File: src/rtl/multi_dataflow_stream_sequencer_if.sv
// Streamer control bundle between the job sequencer and the streamers.
// master = sequencer side, slave = streamer side.
interface multi_dataflow_stream_sequencer_if #(
  parameter int unsigned N_SRC = 3
);
  logic [N_SRC-1:0] src_ready_i;
  logic [N_SRC-1:0] src_done_i;
  logic [N_SRC-1:0] src_start_o;
  logic             sink_ready_i;
  logic             sink_done_i;
  logic             sink_start_o;
  logic             out_valid_i;
  logic             out_ready_i;

  modport master (
    input  src_ready_i,
    input  src_done_i,
    output src_start_o,
    input  sink_ready_i,
    input  sink_done_i,
    output sink_start_o,
    input  out_valid_i,
    input  out_ready_i
  );

  modport slave (
    output src_ready_i,
    output src_done_i,
    input  src_start_o,
    output sink_ready_i,
    output sink_done_i,
    input  sink_start_o,
    output out_valid_i,
    output out_ready_i
  );
endinterface

File: src/rtl/multi_dataflow_stream_sequencer.sv
// Job sequencer: starts streamers/engine, counts output beats, pulses done.
// Optional watchdog enabled by MULTI_DATAFLOW_SEQ_TIMEOUT_EN.
module multi_dataflow_stream_sequencer #(
  parameter int unsigned CNT_WIDTH      = 32,
  parameter int unsigned N_SRC          = 3,
  parameter int unsigned TIMEOUT_CYCLES = 4096
) (
  input  logic                 clk_i,
  input  logic                 rst_ni,
  input  logic                 clear_i,
  input  logic                 start_i,
  input  logic [CNT_WIDTH-1:0] cnt_limit_i,
  multi_dataflow_stream_sequencer_if.master strm,
  output logic                 engine_start_o,
  output logic                 engine_enable_o,
  output logic                 busy_o,
  output logic                 done_o,
  output logic [CNT_WIDTH-1:0] beat_cnt_o,
  output logic                 timeout_o
);

  typedef enum logic [2:0] {
    S_IDLE,
    S_WAIT,
    S_START,
    S_RUN,
    S_DRAIN,
    S_DONE
  } state_e;

  if (TIMEOUT_CYCLES < 2) begin : g_bad_timeout
    $error("TIMEOUT_CYCLES must be at least 2");
  end

  state_e               state_q, state_d;
  logic [CNT_WIDTH-1:0] limit_q, limit_d;
  logic [CNT_WIDTH-1:0] beat_q, beat_d;
  logic [N_SRC-1:0]     src_done_q, src_done_d;
  logic                 sink_done_q, sink_done_d;
  logic                 beat;
  logic                 flags_open;

`ifdef MULTI_DATAFLOW_SEQ_TIMEOUT_EN
  localparam int unsigned WD_W = $clog2(TIMEOUT_CYCLES);
  logic [WD_W-1:0] wd_q, wd_d;
  logic            tmo_q, tmo_d;
  logic            wd_active;
  logic            wd_hit;
`endif

  assign beat = strm.out_valid_i && strm.out_ready_i;
  assign flags_open = (state_q == S_START) ||
                      (state_q == S_RUN) ||
                      (state_q == S_DRAIN);

  always_comb begin
    state_d     = state_q;
    limit_d     = limit_q;
    beat_d      = beat_q;
    src_done_d  = src_done_q;
    sink_done_d = sink_done_q;
`ifdef MULTI_DATAFLOW_SEQ_TIMEOUT_EN
    tmo_d       = tmo_q;
    wd_d        = '0;
    wd_active   = (state_q == S_WAIT) ||
                  (state_q == S_RUN) ||
                  (state_q == S_DRAIN);
    wd_hit      = wd_active &&
                  (wd_q == WD_W'(TIMEOUT_CYCLES - 1));
`endif

    // done pulses are remembered so DRAIN can close as soon as it is entered
    if (flags_open) begin
      src_done_d  = src_done_q | strm.src_done_i;
      sink_done_d = sink_done_q | strm.sink_done_i;
    end

    unique case (state_q)
      S_IDLE: begin
        if (start_i) begin
          limit_d     = cnt_limit_i;
          beat_d      = '0;
          src_done_d  = '0;
          sink_done_d = 1'b0;
`ifdef MULTI_DATAFLOW_SEQ_TIMEOUT_EN
          tmo_d       = 1'b0;
`endif
          if (cnt_limit_i == '0) begin
            state_d = S_DONE;
          end else begin
            state_d = S_WAIT;
          end
        end
      end
      S_WAIT: begin
        if ((&strm.src_ready_i) && strm.sink_ready_i) begin
          state_d = S_START;
        end
      end
      S_START: begin
        state_d = S_RUN;
      end
      S_RUN: begin
        if (beat) begin
          beat_d = beat_q + CNT_WIDTH'(1);
          if (beat_q == limit_q - CNT_WIDTH'(1)) begin
            state_d = S_DRAIN;
          end
        end
      end
      S_DRAIN: begin
        if ((&src_done_q) && sink_done_q) begin
          state_d = S_DONE;
        end
      end
      S_DONE: begin
        state_d = S_IDLE;
      end
      default: begin
        state_d = S_IDLE;
      end
    endcase

`ifdef MULTI_DATAFLOW_SEQ_TIMEOUT_EN
    if (wd_hit) begin
      state_d = S_DONE;
      tmo_d   = 1'b1;
    end
    // any sign of progress restarts the watchdog
    if (wd_active && (state_d == state_q) && !beat &&
        !(|strm.src_done_i) && !strm.sink_done_i) begin
      wd_d = wd_q + WD_W'(1);
    end
`endif
  end

  always_ff @(posedge clk_i or negedge rst_ni) begin
    if (!rst_ni) begin
      state_q     <= S_IDLE;
      limit_q     <= '0;
      beat_q      <= '0;
      src_done_q  <= '0;
      sink_done_q <= 1'b0;
    end else if (clear_i) begin
      state_q     <= S_IDLE;
      limit_q     <= '0;
      beat_q      <= '0;
      src_done_q  <= '0;
      sink_done_q <= 1'b0;
    end else begin
      state_q     <= state_d;
      limit_q     <= limit_d;
      beat_q      <= beat_d;
      src_done_q  <= src_done_d;
      sink_done_q <= sink_done_d;
    end
  end

`ifdef MULTI_DATAFLOW_SEQ_TIMEOUT_EN
  always_ff @(posedge clk_i or negedge rst_ni) begin
    if (!rst_ni) begin
      wd_q  <= '0;
      tmo_q <= 1'b0;
    end else if (clear_i) begin
      wd_q  <= '0;
      tmo_q <= 1'b0;
    end else begin
      wd_q  <= wd_d;
      tmo_q <= tmo_d;
    end
  end

  assign timeout_o = tmo_q;
`else
  assign timeout_o = 1'b0;
`endif

  assign strm.src_start_o  = {N_SRC{state_q == S_START}};
  assign strm.sink_start_o = (state_q == S_START);
  assign engine_start_o    = (state_q == S_START);
  assign engine_enable_o   = (state_q == S_RUN) ||
                             (state_q == S_DRAIN);
  assign busy_o            = (state_q != S_IDLE);
  assign done_o            = (state_q == S_DONE);
  assign beat_cnt_o        = beat_q;

endmodule

File: src/flat_wrapper.sv
// flat-port wrapper written by rule: the top's interface ports become plain ports
module multi_dataflow_stream_sequencer_flat 
#(
  parameter int unsigned CNT_WIDTH      = 32,
  parameter int unsigned N_SRC          = 3,
  parameter int unsigned TIMEOUT_CYCLES = 4096
)
  (clk_i, rst_ni, clear_i, start_i, cnt_limit_i, engine_start_o, engine_enable_o, busy_o, done_o, beat_cnt_o, timeout_o, strm_src_ready_i, strm_src_done_i, strm_src_start_o, strm_sink_ready_i, strm_sink_done_i, strm_sink_start_o, strm_out_valid_i, strm_out_ready_i);
  multi_dataflow_stream_sequencer_if #(.N_SRC(N_SRC)) strm_i ();
  input  logic clk_i;
  input  logic rst_ni;
  input  logic clear_i;
  input  logic start_i;
  input  logic [CNT_WIDTH-1:0] cnt_limit_i;
  output logic engine_start_o;
  output logic engine_enable_o;
  output logic busy_o;
  output logic done_o;
  output logic [CNT_WIDTH-1:0] beat_cnt_o;
  output logic timeout_o;
  input wire logic [$bits(strm_i.src_ready_i)-1:0] strm_src_ready_i;
  input wire logic [$bits(strm_i.src_done_i)-1:0] strm_src_done_i;
  output wire logic [$bits(strm_i.src_start_o)-1:0] strm_src_start_o;
  input wire logic [$bits(strm_i.sink_ready_i)-1:0] strm_sink_ready_i;
  input wire logic [$bits(strm_i.sink_done_i)-1:0] strm_sink_done_i;
  output wire logic [$bits(strm_i.sink_start_o)-1:0] strm_sink_start_o;
  input wire logic [$bits(strm_i.out_valid_i)-1:0] strm_out_valid_i;
  input wire logic [$bits(strm_i.out_ready_i)-1:0] strm_out_ready_i;
  assign strm_i.src_ready_i = strm_src_ready_i;
  assign strm_i.src_done_i = strm_src_done_i;
  assign strm_src_start_o = strm_i.src_start_o;
  assign strm_i.sink_ready_i = strm_sink_ready_i;
  assign strm_i.sink_done_i = strm_sink_done_i;
  assign strm_sink_start_o = strm_i.sink_start_o;
  assign strm_i.out_valid_i = strm_out_valid_i;
  assign strm_i.out_ready_i = strm_out_ready_i;
  multi_dataflow_stream_sequencer #(.CNT_WIDTH(CNT_WIDTH), .N_SRC(N_SRC), .TIMEOUT_CYCLES(TIMEOUT_CYCLES)) u_core (.clk_i(clk_i), .rst_ni(rst_ni), .clear_i(clear_i), .start_i(start_i), .cnt_limit_i(cnt_limit_i), .strm(strm_i), .engine_start_o(engine_start_o), .engine_enable_o(engine_enable_o), .busy_o(busy_o), .done_o(done_o), .beat_cnt_o(beat_cnt_o), .timeout_o(timeout_o));
endmodule
File: config.mk
export PLATFORM = sky130hd
export DESIGN_NAME = multi_dataflow_stream_sequencer_flat
export DESIGN_NICKNAME = d
export VERILOG_FILES = /design/src/rtl/multi_dataflow_stream_sequencer_if.sv /design/src/rtl/multi_dataflow_stream_sequencer.sv /design/src/flat_wrapper.sv
export SDC_FILE = /design/constraint.sdc
export NUM_CORES = 1
export LEC_CHECK = 0
export ABC_AREA = 1
export CAP_MARGIN = 20
export CORE_AREA = 5 5 151 124
export CTS_CLUSTER_DIAMETER = 100
export CTS_CLUSTER_SIZE = 20
export DETAILED_ROUTE_END_ITERATION = 16
export DIE_AREA = 0 0 156 129
export PLACE_DENSITY_LB_ADDON = 0.1
export SLEW_MARGIN = 20
export SYNTH_ARGS = -nofsm -noshare
export SYNTH_HDL_FRONTEND = slang
export SYNTH_SLANG_ARGS = --single-unit
File: constraint.sdc
create_clock -name clk_i -period 4.8 [get_ports clk_i]
set_input_delay 0.72 -clock clk_i [delete_from_list [all_inputs] [get_ports clk_i]]
set_output_delay 0.72 -clock clk_i [all_outputs]
set_load 0.005 [all_outputs]
==> metrics.md <==
| Metric | Value |
|---|---|
| Outcome | `finished clean` |
| Largest family of logic cells by synthesized area | `simple AND/OR/NAND/NOR gates` |
| Synth top area cells | `dfrtp_1 36%, nand2_1 13%, nor2_1 7.7%` |
| EDFF count, synth | `0` |
| Worst path bufs/invs | `5` |
| Synth Area in Adders | `less than 1%` |
| Avg Cell Area, Syn | `around 6.9 um2` |
| Top-count cell post-synth | `nand2_1` |
| Crit-path slowest cell | `clkdlybuf4s50_1` |
| Clock skew | `roughly 0.0045 ns` |
| Via count | `4954` |
| Synth top area share | `35.5%` |
| Iteration-0 DRC Markers | `371` |
| CTS sink cnt | `71` |
| CTS clk-pin slew, worst paths | `0.06 ns` |
| Global route total overflow | `0` |
| FMAX | `0.309 GHz` |
| P_leak | `roughly 2.8 nW` |
| CTS Root Cell | `clkbuf_16` |
| Initial antenna violation count | `0` |
| Most used DFF post-synth | `dfrtp_1` |
| Arrival @ worst endpoint | `3.46 ns` |
| Setup TNS | `0 ns` |
| Area grow syn2layout | `26.1%` |
| RSZ-0062 raised after global routing | `no` |
| Area of the die | `20100 um2` |
| Grt met1 use | `23.5%` |
| Synth area leader | `dfrtp_1` |
| Fin. max-slew vios | `0` |
| Xor/xnor share of the synthesized area | `7.28%` |
| Gpl congestion | `between 0.8 and 0.9` |
| GR Util met2 | `25.5%` |
| Max_slew headroom | `between 30% and 40%` |
| Worst Path Required | `5.02 ns` |
| Rows | `43` |
| Reg2Reg Depth | `11` |
| Worst setup SP type | `input pin` |
| Hold Fails Final Rpt | `0` |
| Initial DRT Pass Iterations | `5` |
| Vias/cell | `about 4.8` |
| HP Class | `flop to flop` |
| Tcrit/Tclk final | `67.4%` |
| Post-CTS Hold Buffers | `0` |
| Mux contribution to synthesized area | `0%` |
| Synth Area in Simple Gates | `37.8%` |
| Number of max-cap violations | `0` |
| R2R Setup Slk | `roughly 2.2 ns` |
| Drc violations | `0` |
| Max VDD drop | `181 uV` |
| Post-synthesis cell area | `5000 um2` |
| Gr usage total | `16.6%` |
| Seq cells post-synth | `roughly 70` |
| Most Crowded Layer GR | `met2` |
| # Post-CTS Setup Buffers | `0` |
| RR Startpoint | `u_core.state_q[1]$_DFFE_PN0P_` |
| Met3 GRT Util | `~3.6%` |
| Vias in the first global route | `4756` |
| H-tree level count | `3` |
| Clock tree buffer depth | `2` |
| Part of the Yosys area used for sequential elements | `between 30% and 40%` |
| Tmin final | `3.24 ns` |
| Die X | `156 um` |
| Largest net degree at the start of global routing | `72` |
| Post-CTS sizing | `0` |
| # nets final | `850` |
| CTS tree | `built` |
| Remaining antenna violation count | `0` |
| Async set-or-reset flop fraction in the synthesized netlist | `100%` |
| ANT cells | `0` |
| Compound-Gate Fraction of Synth Area | `9.93%` |
| Crit-path leading delay family | `buffers and inverters` |
| Initial Utilization | `29.3%` |
| Post-synth top cells | `178 x nand2_1, 102 x nor2_1, 81 x inv_1` |
| Core Util, Final | `a little under two fifths` |
| First-pass GRT wire length | `25800 um` |
| Synth Net Count | `772` |
| Post-DP HPWL | `13000 um` |
| Post-synth cell types | `42` |
| R2r endpoint | `u_core.beat_cnt_o[11]$_DFFE_PN0P_` |
| CP dominant cell by count | `inv_2` |
| Core area | `between 15000 and 20000 um2` |
| Syn Inst Count | `724` |
| Layout cells sized above 1 | `6.82%` |
| Critical-path maximum fanout | `37` |
| WL/cell | `around 16 um` |
| Endpoint, Worst Hold | `u_core.limit_q[31]$_DFFE_PN0P_` |
| Crit-path cells | `clkdlybuf4s50_1 > inv_2 > nand2_1 > nor2_1 > nor2_4 > inv_2 > nor2_4 > buf_4 > inv_2 > o21ai_0 > a21oi_1` |
| Inserted Clock Buffers | `9` |
| Clock Latency Late Sink | `0.34 ns` |
| Port Buf Inserts | `85` |
| Max incr delay on CP | `0.60 ns` |
| Crit path kind | `input pin to flop` |
| Hold path depth | `2` |
| Total power per unit cell area | `480 nW/um2` |
| Ys Warns | `0` |
| Ports | `87` |
| Worst slew pin tran | `0.954 ns` |
| Final WL | `16300 um` |
| Die Y | `between 100 and 150 um` |
| Setup violators final | `0` |
| Hold_sp | `u_core.limit_q[31]$_DFFE_PN0P_` |
| Crit. End Element | `flop` |
==> sequential cells by signal (all words and copies together), names as in the netlist <==
name,count
u_core.limit_q,32
u_core.beat_cnt_o,32
u_core.sink_done_q,1
u_core.state_q,3
u_core.src_done_q,3
==> layout make-up <==
type                       instances  area (um2)
fill                            1822       10700
multi-input combinational        546        2780
sequential                        71        1780
timing repair buffer              88         868
inverter                          86         323
tap                              225         282
clock buffer                      13         260
clock inverter                     3        17.5
==> power by group <==
part | internal, W | leakage, nW | switching [W]
Combinational | 0.000524 | 1.73 | 0.000961
Sequential | 0.000725 | 0.957 | 0.000189
Clock | 0.000376 | 0.136 | 0.000255
==> worst reg2reg max path, stage by stage (launching register included) <==
cell	delay, ns
dfrtp_1	0.46
nand3_2	0.18
nor2_4	0.10
nand2_1	0.10
nand2_2	0.09
nor2_4	0.40
inv_2	0.24
nor2_4	0.13
buf_4	0.31
inv_2	0.23
o21ai_0	0.16
a21oi_1	0.10
==> layout by cell type (no fill, tap or decap), drive strengths merged, types with 13 or more instances in the layout <==
cell type | Yosys | routed
nand3 | 59 | 59
inv | 86 | 86
a21oi | 32 | 32
o21ai | 35 | 35
nand4 | 19 | 19
nor2 | 118 | 118
clkbuf | 4 | 13
nor3 | 16 | 16
xor2 | 25 | 25
nand2 | 186 | 186
dfrtp | 71 | 71
xnor2 | 14 | 14
clkdlybuf4s50 | 0 | 84
==> per-layer routing <==
metal,part of all wire [%],routed length [um],up-vias
met4,1.2,192,0
met2,45,7320,109
met3,5.0,821,14
met1,49,7980,2333
met5,0,0,-
li1,-,-,2498
==> worst max path at each step <==
stage / from / to / depth (start not counted)
3_3_place_gp: clear_i / u_core.beat_cnt_o[11]$_DFFE_PN0P_ / 11
3_5_place_dp: clear_i / u_core.beat_cnt_o[11]$_DFFE_PN0P_ / 11
6_report: clear_i / u_core.beat_cnt_o[11]$_DFFE_PN0P_ / 11
2_1_floorplan: u_core.limit_q[0]$_DFFE_PN0P_ / u_core.state_q[1]$_DFFE_PN0P_ / 17
4_1_cts: clear_i / u_core.beat_cnt_o[11]$_DFFE_PN0P_ / 11
5_1_grt: clear_i / u_core.beat_cnt_o[11]$_DFFE_PN0P_ / 11
==> kinds of logic after synthesis <==
kind of cell / Yosys count
and+or+nand+nor: 416
buffers and inverters: 107
AOI/OAI and AO/OA: 87
DFF: 71
xor gates and xnor gates: 40
adders and majority gates: 2
other: 1
==> metrics by stage <==
stage | instances | power [W] | hold slack [ns] | area, um2 | worst slack (ns)
2_1_floorplan | 724 | 0.00200 | 0.424 | 5000 | 2.88
3_3_place_gp | 1016 | 0.00239 | 0.489 | 6030 | 1.31
3_5_place_dp | 1016 | 0.00241 | 0.492 | 6030 | 1.23
4_1_cts | 1032 | 0.00306 | 0.507 | 6310 | 1.59
5_1_grt | 1032 | 0.00330 | 0.525 | 6310 | 1.36
6_report | 1032 | 0.00303 | 0.502 | 6310 | 1.56
(Power assumes the default switching activity.)
==> RTL change (config.mk and constraints unchanged) <==
`N_SRC` is set to 3 in 3 places; all go to 2.
--- a/src/rtl/multi_dataflow_stream_sequencer_if.sv
+++ b/src/rtl/multi_dataflow_stream_sequencer_if.sv
@@ -1,7 +1,7 @@
 // Streamer control bundle between the job sequencer and the streamers.
 // master = sequencer side, slave = streamer side.
 interface multi_dataflow_stream_sequencer_if #(
-  parameter int unsigned N_SRC = 3
+  parameter int unsigned N_SRC = 2
 );
   logic [N_SRC-1:0] src_ready_i;
   logic [N_SRC-1:0] src_done_i;
--- a/src/rtl/multi_dataflow_stream_sequencer.sv
+++ b/src/rtl/multi_dataflow_stream_sequencer.sv
@@ -2,7 +2,7 @@
 // Optional watchdog enabled by MULTI_DATAFLOW_SEQ_TIMEOUT_EN.
 module multi_dataflow_stream_sequencer #(
   parameter int unsigned CNT_WIDTH      = 32,
-  parameter int unsigned N_SRC          = 3,
+  parameter int unsigned N_SRC          = 2,
   parameter int unsigned TIMEOUT_CYCLES = 4096
 ) (
   input  logic                 clk_i,
--- a/src/flat_wrapper.sv
+++ b/src/flat_wrapper.sv
@@ -2,7 +2,7 @@
 module multi_dataflow_stream_sequencer_flat 
 #(
   parameter int unsigned CNT_WIDTH      = 32,
-  parameter int unsigned N_SRC          = 3,
+  parameter int unsigned N_SRC          = 2,
   parameter int unsigned TIMEOUT_CYCLES = 4096
 )
   (clk_i, rst_ni, clear_i, start_i, cnt_limit_i, engine_start_o, engine_enable_o, busy_o, done_o, beat_cnt_o, timeout_o, strm_src_ready_i, strm_src_done_i, strm_src_start_o, strm_sink_ready_i, strm_sink_done_i, strm_sink_start_o, strm_out_valid_i, strm_out_ready_i);
Ports: changed (resized strm_src_done_i, strm_src_ready_i and strm_src_start_o); port bits go from 87 to 84. The function was not compared with the original's and may differ.
==> RTL change against the unedited design <==
- wire length fell by 0.14%
- cell count is 2.2% lower
- sequential cell count decreased by 1
- setup slack improved by 290 ps
- critical path depth decreased by 1
- hold slack worse by 48 ps
- synthesized area decreased by 0.23%
- cell area did not move
- critical endpoint unchanged
- first-iteration DRC count fell by 15%
- critical path type unchanged
- power is 1.1% higher
- non-clock buffer count fell by 2
==> RTL change: results (changes against the unedited design) <==
Cells and area
  • Fraction of layout cells with a size suffix above 1: 8.93% (was 6.82%)
  • Final non-filler cell total: 1009 (was 1032)
  • # fillers: 1784 (was 1822)
  • Nets: 825 (was 850)

Placed design
  • Inst Count DP: 993 (was 1016)
  • Routability cong.: 0.834 (was 0.879)
  • Post-DP HPWL: 13000 um (about the same)
  • Area post-placement: 6000 um2 (was 6030 um2)
  • Port bufs: 82 (was 85)

Outcome
  • Outcome: completed (unchanged)

Synth
  • Post-synthesis sequential area ratio: 35.1% (was 35.5%)
  • Largest cells by area after synthesis: dfrtp_1 (35%), nand2_1 (12%), nor2_1 (7.0%) (was dfrtp_1 (36%), nand2_1 (13%), nor2_1 (7.7%))
  • Syn Nets: 753 (was 772)
  • Post-Syn Instances: 707 (was 724)
  • Most common library cells after synthesis: nand2_1 (156), nor2_1 (93), inv_1 (74) (was nand2_1 (178), nor2_1 (102), inv_1 (81))

Global routing
  • Grt met2 use: 24.8% (was 25.5%)
  • First-pass GRT wire length: 25600 um (was 25800 um)
  • Largest net degree at the start of global routing: 52 (was 72)
  • Grt met3 use: 3.77% (was 3.63%)
  • Total GRT Usage: 16.4% (was 16.6%)

Pwr
  • Sw frac: 45.9% (was 46.4%)
  • Max rail drop VDD: 0.000167 V (was 0.000181 V)

Setup path
  • R2r startpoint: u_core.limit_q[0] (was u_core.state_q[1])
  • WP data arrival: 3170 ps (was 3460 ps)
  • Crit path max fanout: 51 (was 37)

Min path
  • Hold Path Class: input pin to asynchronous set/reset pin (was register to register)

Timing
  • Least-Margin Pin Slew: 747 ps (was 954 ps)
==> RTL change: final timing paths <==
path | to | slack [ps] | depth (start not counted)
max in group asynchronous | u_core.limit_q[19] | 3310 | 2
worst min-delay path | u_core.limit_q[11] | 450 | 1
worst max-delay path | u_core.beat_cnt_o[11] | 1850 | 10
worst min register to register | u_core.src_done_q[0] | 510 | 2
min in group clk_i | u_core.src_done_q[0] | 510 | 2
worst max register to register | u_core.state_q[1] | 2190 | 17
==> RTL change: stage by stage <==
| stage | worst slack [ps] | utilization, % |
|---|---|---|
| after global placement | 1540 | 35.2 |
| final | 1850 | 37.0 |
| after detailed placement | 1490 | 35.2 |
| after CTS | 1870 | 37.0 |
| after floorplan | 2870 | - |
| after global routing | 1670 | 37.0 |
==> RTL change: critical path, stage by stage <==
cell and delay (ps):
clkdlybuf4s50_1 540, inv_1 50, buf_4 260, nand2_1 160
o21ai_4 130, nor2_4 450, buf_4 570, a21oi_1 80
inv_1 100, a21oi_1 80
==> RTL change: power by group through the flow <==
stage	logic, mW	registers (mW)	clock network, mW
after global placement	1.48	0.893	0
after floorplan	1.13	0.840	0
after global routing	1.68	0.901	0.733
final	1.49	0.881	0.690
after CTS	1.50	0.883	0.708
after detailed placement	1.49	0.893	0
==> RTL change: area by class of cell <==
type	instances	area, um2	area share [%]
Clock buffer	11	253	4.01
Clock inverter	5	56.3	0.893
Inverter	80	300	4.76
Multi-Input combinational cell	532	2820	44.7
Sequential cell	70	1750	27.8
Tap cell	225	282	4.46
Timing Repair Buffer	86	846	13.4
==> RTL change: layer usage <==
layer | vias up | routed length [um] | part of all wire (%)
met5 | - | 0 | 0
met4 | 0 | 255 | 1.6
met3 | 19 | 764 | 4.7
met2 | 123 | 6980 | 43
met1 | 2338 | 8290 | 51
li1 | 2448 | - | -
==> RTL change: cells by family (layout without fill, tap and decap cells) <==
family | after synthesis | in the layout | share of synthesized area [%]
and+or+nand+nor | 396 | 396 | 37.8
xor gates and xnor gates | 40 | 40 | 7.30
other | 1 | 1 | 0.0752
buffers and inverters | 105 | 182 | 8.50
AOI/OAI and AO/OA | 93 | 93 | 10.7
adders and majority gates | 2 | 2 | 0.502
DFF | 70 | 70 | 35.1
